===== src/rtl/obi_mem_arbiter.sv =====
// obi_mem_arbiter
//   Two-to-one OBI arbiter sharing one memory port between the core's
//   instruction fetch port and its data load/store port. One request is
//   granted per cycle. The requester ID of every accepted request is kept in
//   an in-order FIFO so each memory response is routed back to its issuer.
//
// Build option:
//   OBI_ARB_ROUND_ROBIN_EN - when defined, simultaneous requests in IDLE are
//   resolved round-robin (the port that did not win the last handshake wins).
//   When undefined, the data port has fixed priority.
//
// Ports:
//   clk_i, rst_i            clock, asynchronous active-high reset
//   instr_*                 instruction fetch OBI port (read-only)
//   data_*                  data load/store OBI port
//   mem_*                   shared memory OBI port
//   outstanding_o           number of accepted requests awaiting a response
//   resp_err_o              sticky: a response arrived with nothing in flight
module obi_mem_arbiter #(
  parameter int ADDR_WIDTH      = 32,
  parameter int DATA_WIDTH      = 32,
  parameter int MAX_OUTSTANDING = 2
) (
  input  logic                                   clk_i,
  input  logic                                   rst_i,
  input  logic                                   instr_req_i,
  output logic                                   instr_gnt_o,
  input  logic [ADDR_WIDTH-1:0]                  instr_addr_i,
  output logic                                   instr_rvalid_o,
  output logic [DATA_WIDTH-1:0]                  instr_rdata_o,
  input  logic                                   data_req_i,
  output logic                                   data_gnt_o,
  input  logic [ADDR_WIDTH-1:0]                  data_addr_i,
  input  logic                                   data_we_i,
  input  logic [DATA_WIDTH/8-1:0]                data_be_i,
  input  logic [DATA_WIDTH-1:0]                  data_wdata_i,
  output logic                                   data_rvalid_o,
  output logic [DATA_WIDTH-1:0]                  data_rdata_o,
  output logic                                   mem_req_o,
  input  logic                                   mem_gnt_i,
  output logic [ADDR_WIDTH-1:0]                  mem_addr_o,
  output logic                                   mem_we_o,
  output logic [DATA_WIDTH/8-1:0]                mem_be_o,
  output logic [DATA_WIDTH-1:0]                  mem_wdata_o,
  input  logic                                   mem_rvalid_i,
  input  logic [DATA_WIDTH-1:0]                  mem_rdata_i,
  output logic [$clog2(MAX_OUTSTANDING+1)-1:0]   outstanding_o,
  output logic                                   resp_err_o
);

  localparam int BE_W = DATA_WIDTH / 8;
  localparam int CW   = $clog2(MAX_OUTSTANDING + 1);
  localparam int PW   = (MAX_OUTSTANDING > 1) ? $clog2(MAX_OUTSTANDING) : 1;

  localparam logic ID_INSTR = 1'b0;
  localparam logic ID_DATA  = 1'b1;

  typedef enum logic {S_IDLE, S_LOCKED} lock_state_e;

  lock_state_e    state_q, state_d;
  logic           lock_id_q, lock_id_d;
  logic [PW-1:0]  wptr_q, wptr_d;
  logic [PW-1:0]  rptr_q, rptr_d;
  logic [CW-1:0]  count_q, count_d;
  logic           err_q, err_d;
  logic           id_mem_q [MAX_OUTSTANDING];

  logic           locked_valid;
  logic           winner;
  logic           fifo_full;
  logic           fifo_empty;
  logic           handshake;
  logic           push;
  logic           pop;
  logic           head_id;

  // Pointer wrap that also works when the depth is 1 (pointer stays at 0).
  function automatic logic [PW-1:0] ptr_inc(input logic [PW-1:0] p);
    if (p == PW'(MAX_OUTSTANDING - 1)) return '0;
    else                               return p + PW'(1);
  endfunction

`ifdef OBI_ARB_ROUND_ROBIN_EN
  logic last_grant_q, last_grant_d;

  assign last_grant_d = handshake ? winner : last_grant_q;

  always_ff @(posedge clk_i or posedge rst_i) begin
    if (rst_i) last_grant_q <= ID_INSTR;
    else       last_grant_q <= last_grant_d;
  end
`endif

  // A held request only stays forced while its owner keeps requesting; if
  // the owner drops req, selection falls back to normal arbitration.
  always_comb begin
    locked_valid = (state_q == S_LOCKED) &&
                   ((lock_id_q == ID_DATA) ? data_req_i : instr_req_i);
    winner = ID_INSTR;
    if (locked_valid) begin
      winner = lock_id_q;
    end else if (instr_req_i && data_req_i) begin
`ifdef OBI_ARB_ROUND_ROBIN_EN
      winner = ~last_grant_q;
`else
      winner = ID_DATA;
`endif
    end else if (data_req_i) begin
      winner = ID_DATA;
    end
  end

  assign fifo_full  = (count_q == CW'(MAX_OUTSTANDING));
  assign fifo_empty = (count_q == '0);

  // No forwarding when full, even if a response frees a slot this cycle.
  assign mem_req_o  = (instr_req_i | data_req_i) & ~fifo_full;
  assign handshake  = mem_req_o & mem_gnt_i;
  assign push       = handshake;
  assign pop        = mem_rvalid_i & ~fifo_empty;
  assign head_id    = id_mem_q[rptr_q];

  assign mem_addr_o  = (winner == ID_DATA) ? data_addr_i  : instr_addr_i;
  assign mem_we_o    = (winner == ID_DATA) ? data_we_i    : 1'b0;
  assign mem_be_o    = (winner == ID_DATA) ? data_be_i    : {BE_W{1'b1}};
  assign mem_wdata_o = (winner == ID_DATA) ? data_wdata_i : '0;

  assign instr_gnt_o    = handshake & (winner == ID_INSTR);
  assign data_gnt_o     = handshake & (winner == ID_DATA);
  assign instr_rvalid_o = pop & (head_id == ID_INSTR);
  assign data_rvalid_o  = pop & (head_id == ID_DATA);
  assign instr_rdata_o  = mem_rdata_i;
  assign data_rdata_o   = mem_rdata_i;
  assign outstanding_o  = count_q;
  assign resp_err_o     = err_q;

  // Lock FSM: keeps the mem_* fields stable while a request waits for gnt.
  always_comb begin
    state_d   = state_q;
    lock_id_d = lock_id_q;
    case (state_q)
      S_IDLE: begin
        if (mem_req_o && !mem_gnt_i) begin
          state_d   = S_LOCKED;
          lock_id_d = winner;
        end
      end
      S_LOCKED: begin
        if (!locked_valid) begin
          // Owner abandoned its request; re-arbitrate as if idle.
          if (mem_req_o && !mem_gnt_i) lock_id_d = winner;
          else                         state_d   = S_IDLE;
        end else if (handshake) begin
          state_d = S_IDLE;
        end
      end
      default: state_d = S_IDLE;
    endcase
  end

  always_comb begin
    wptr_d  = push ? ptr_inc(wptr_q) : wptr_q;
    rptr_d  = pop  ? ptr_inc(rptr_q) : rptr_q;
    count_d = count_q;
    case ({push, pop})
      2'b10:   count_d = count_q + CW'(1);
      2'b01:   count_d = count_q - CW'(1);
      default: count_d = count_q;
    endcase
    err_d = err_q | (mem_rvalid_i & fifo_empty);
  end

  always_ff @(posedge clk_i or posedge rst_i) begin
    if (rst_i) begin
      state_q   <= S_IDLE;
      lock_id_q <= ID_INSTR;
      wptr_q    <= '0;
      rptr_q    <= '0;
      count_q   <= '0;
      err_q     <= 1'b0;
    end else begin
      state_q   <= state_d;
      lock_id_q <= lock_id_d;
      wptr_q    <= wptr_d;
      rptr_q    <= rptr_d;
      count_q   <= count_d;
      err_q     <= err_d;
    end
  end

  // ID storage needs no reset: entries are only read between push and pop.
  always_ff @(posedge clk_i) begin
    if (push) id_mem_q[wptr_q] <= winner;
  end

endmodule

===== config.mk =====
export PLATFORM = sky130hd
export DESIGN_NAME = obi_mem_arbiter
export DESIGN_NICKNAME = d
export VERILOG_FILES = /design/src/rtl/obi_mem_arbiter.sv
export SDC_FILE = /design/constraint.sdc
export NUM_CORES = 1
export LEC_CHECK = 0
export CAP_MARGIN = 20
export CORE_AREA = 5 5 106 108
export DETAILED_ROUTE_END_ITERATION = 10
export DIE_AREA = 0 0 111 113
export GPL_ROUTABILITY_DRIVEN = 0
export PLACE_DENSITY = 0.66
export SYNTH_ARGS = -nofsm -noshare
export SYNTH_HDL_FRONTEND = slang
export SYNTH_SLANG_ARGS = --single-unit

===== constraint.sdc =====
create_clock -name clk_i -period 4.61 [get_ports clk_i]
set_input_delay 1.1525 -clock clk_i [delete_from_list [all_inputs] [get_ports clk_i]]
set_output_delay 1.1525 -clock clk_i [all_outputs]
set_load 0.01 [all_outputs]

==> run summary, run 1 <==
First-pass DRT Iterations -> 3
Fin Setup TNS -> 0 ns
Tmin final -> 4.287 ns
via count -> 1609
Hold Path End -> resp_err_o
DP HPWL -> 5212 microns
CORE AREA -> 10140 sq um
Num Clock Sinks -> 9
R2R Path Start -> outstanding_o[0]
post-CTS setup buffer count -> 0
fin. max-slew vios -> 0
Crit. End Element -> primary output
worst-margin pin slew -> 0.5636 ns
most used cell, CP -> clkdlybuf4s50_1
Vias/cell -> 3.699
Crit path largest cell delay -> 0.58 ns
first-pass GRT wire length -> 8694 microns
Synth Area per Inst -> 8.676 sq um
Max Root-Sink Buffers -> 2
max cap viols -> 0
Cells on Worst Hold Path -> 1
footprint of the multi-input gates -> 793.3 sq um
CTS buffer count -> 3
wirelength, routed -> 5892 microns
power per cell area -> 258.1 nW/um^2
Reg2Reg Depth -> 5
Final period util -> 93.00%
crit-path cells -> clkdlybuf4s50_1 > nand2_1 > o21ai_4 > buf_12 > mux2_2 > clkdlybuf4s50_1
commonest cells after routing, fill and taps aside -> clkdlybuf4s50_1, and2_1, mux2_2
commonest non-fill, non-tap cell in the layout -> clkdlybuf4s50_1
Seq/Total Area, Yosys -> 14.81%
Final setup viols -> 0
min-delay src -> resp_err_o
area of the mapped netlist -> 1588 sq um
CTS tree -> done
R2R setup slack -> 2.83 ns
crit path kind -> input port to primary output
Post-CTS Resized -> 0
Critical Path Fanout Max -> 33
Top delay family on crit path -> buffers and inverters
synth unique cells -> 25
I/O Pins -> 280
Fmax -> 0.2333 GHz
peak supply drop -> 0.1377 mV
initial drt markers -> 18
aggregate global routing overflow -> 0
syn nets -> 323
post-synthesis cell count -> 183
Yosys reg bits -> 9
clk_skew -> 0.003371 ns
Critical path origin -> instr_req_i
clock-pin transition on the worst setup and hold timing paths -> 0.04 ns
layout filler cell count -> 1053
Leakage -> 1.160 nW
Total GRT Usage -> 8.311%
HP Class -> flop to flop
status -> finished clean
largest net degree at the start of global routing -> 41
Worst Path Arrival -> 3.13 ns
Die Width -> 111 microns
CP Buf/Inv Count -> 3
unrepaired setup endpoints after global routing -> false
initial antenna violation count -> 0
clk_lat worst skew -> 0.23 ns
slew margin rel. -> 62.03%
Startpoint Class -> input port
Nets -> 440
Slowest-stage cell, CP -> clkdlybuf4s50_1
Root Buffer -> clkbuf_8
WHS -> 0.4660 ns
sequential cell area -> 235.2 sq um
IO Port Bufs -> 183
post-route ant nets -> 0
Site Rows -> 37
vias in the first global route -> 1748
Hold Vio Cnt, Final -> 0
Syn. warnings -> 0
DRC viols -> 0
Avg WL per Cell -> 13.54 microns
die area -> 12540 sq um
initial core utilization -> 15.66%
ratio of cells with drive above 1 in the final layout -> 13.71%
critical path required time -> 3.46 ns
Antenna Diode Count -> 0
CTS H-tree lvls -> 1
area delta synth->final -> 96.38%
Die Ht -> 113 microns
Post-CTS Hold Buffers -> 0
worst reg2reg path endpoint -> outstanding_o[1]
## through the flow
stage / setup slack (ns) / util, % / instance area, sq um / power (mW) / std cells
final: 0.3229 / 30.75 / 3118 / 0.8046 / 435
after global routing: 0.2178 / 30.75 / 3118 / 0.8562 / 435
after CTS: 0.3033 / 30.75 / 3118 / 0.8167 / 435
after detailed placement: 0.3089 / 30.31 / 3073 / 0.7240 / 431
after global placement: 0.3405 / 30.31 / 3073 / 0.7147 / 431
after floorplan: 1.472 / - / 1588 / 0.4655 / 183
## registers in the layout, summed over array words and instances (netlist names)
register       count
wptr_q             1
id_mem_q           2
resp_err_o         1
rptr_q             1
state_q            1
outstanding_o      2
lock_id_q          1
## worst max path at each step
| stage | end | slack (ns) | depth (start not counted) |
|---|---|---|---|
| floorplan | mem_addr_o[10] | 1.47 | 4 |
| global placement | mem_addr_o[20] | 0.34 | 6 |
| detailed placement | mem_addr_o[11] | 0.31 | 6 |
| CTS | mem_addr_o[20] | 0.30 | 6 |
| global route | mem_addr_o[20] | 0.22 | 6 |
| finish | mem_addr_o[20] | 0.32 | 6 |
## where the power goes
| group | switching (mW) | leakage [nW] | internal (mW) |
|---|---|---|---|
| Sequential | 0.0373 | 0.0970 | 0.115 |
| Clock | 0.0287 | 0.0228 | 0.0600 |
| Combinational | 0.208 | 1.04 | 0.355 |
| Total | 0.274 | 1.16 | 0.531 |
## metal layers
layer / part of all wire (%) / routed length, microns / global-route usage [%]
met1: 37 / 2165 / 8.417
met2: 47 / 2797 / 14.68
met3: 14 / 819 / 4.599
met4: 1.9 / 110 / 2.545
met5: 0 / 0 / 0
## worst reg2reg max path: stages (launching register included)
cell	delay (ns)
dfrtp_1	0.48
o21ai_0	0.51
inv_1	0.09
ha_1	0.34
nor2_1	0.14
xnor2_1	0.13
## cell usage after synthesis
cell      number  area share (%)
a21o_1         1            0.47
mux2i_1        1            0.63
o221ai_2       1            0.95
o32a_1         1            0.63
xnor2_1        5             2.8
ha_1           1            0.79
and2_1        33              13
buf_4         67              32
o22ai_1        1            0.39
a21boi_0       1            0.47
nand2_1        2            0.47
mux2_2        33              23
o21ai_4        1             1.0
dfrtp_1        7              11
edfxtp_1       2             3.8
buf_6          2             1.4
nor2_1         7             1.7
a21oi_1        1            0.31
nor2b_1        1            0.39
clkbuf_1       3            0.71
o21ai_0        1            0.31
inv_1          5             1.2
inv_2          1            0.24
o221a_2        1            0.71
nand2b_1       4             1.6
## cells by family (layout without fill, tap and decap cells)
family	Yosys count	in the layout	share of synthesized area [%]
AO/OA/AOI/OAI	9	9	5.280
XOR/XNOR	5	5	2.758
adder cells (fa/ha/maj)	1	1	0.7879
buffers and inverters	78	194	35.22
flip-flops	9	9	14.82
multiplexers	34	34	24.03
AND/OR/NAND/NOR	47	47	17.10
## final cells by class
cell class | instances | share of cell area (%)
clock buffer | 4 | 1.445
inverter | 6 | 0.7223
multi-input combinational | 96 | 25.44
sequential | 9 | 7.544
tap | 136 | 5.457
timing repair buffer | 184 | 59.39
(Power assumes the default switching activity.)
==> run 2, diff against run 1 <==
--- a/config.mk
+++ b/config.mk
@@ -9,7 +9,6 @@
 export CORE_AREA = 5 5 106 108
 export DETAILED_ROUTE_END_ITERATION = 10
 export DIE_AREA = 0 0 111 113
-export GPL_ROUTABILITY_DRIVEN = 0
 export PLACE_DENSITY = 0.66
 export SYNTH_ARGS = -nofsm -noshare
 export SYNTH_HDL_FRONTEND = slang
==> results of run 2 <==
Final layout, timing and power as in run 1 (identical DEF).
==> run 3, diff against run 2 <==
--- a/config.mk
+++ b/config.mk
@@ -5,8 +5,10 @@
 export SDC_FILE = /design/constraint.sdc
 export NUM_CORES = 1
 export LEC_CHECK = 0
+export ABC_CLOCK_PERIOD_IN_PS = 4610
 export CAP_MARGIN = 20
 export CORE_AREA = 5 5 106 108
+export CTS_CLUSTER_SIZE = 40
 export DETAILED_ROUTE_END_ITERATION = 10
 export DIE_AREA = 0 0 111 113
 export PLACE_DENSITY = 0.66
==> results of run 3 <==
Final layout, timing and power as in run 1 (identical DEF).
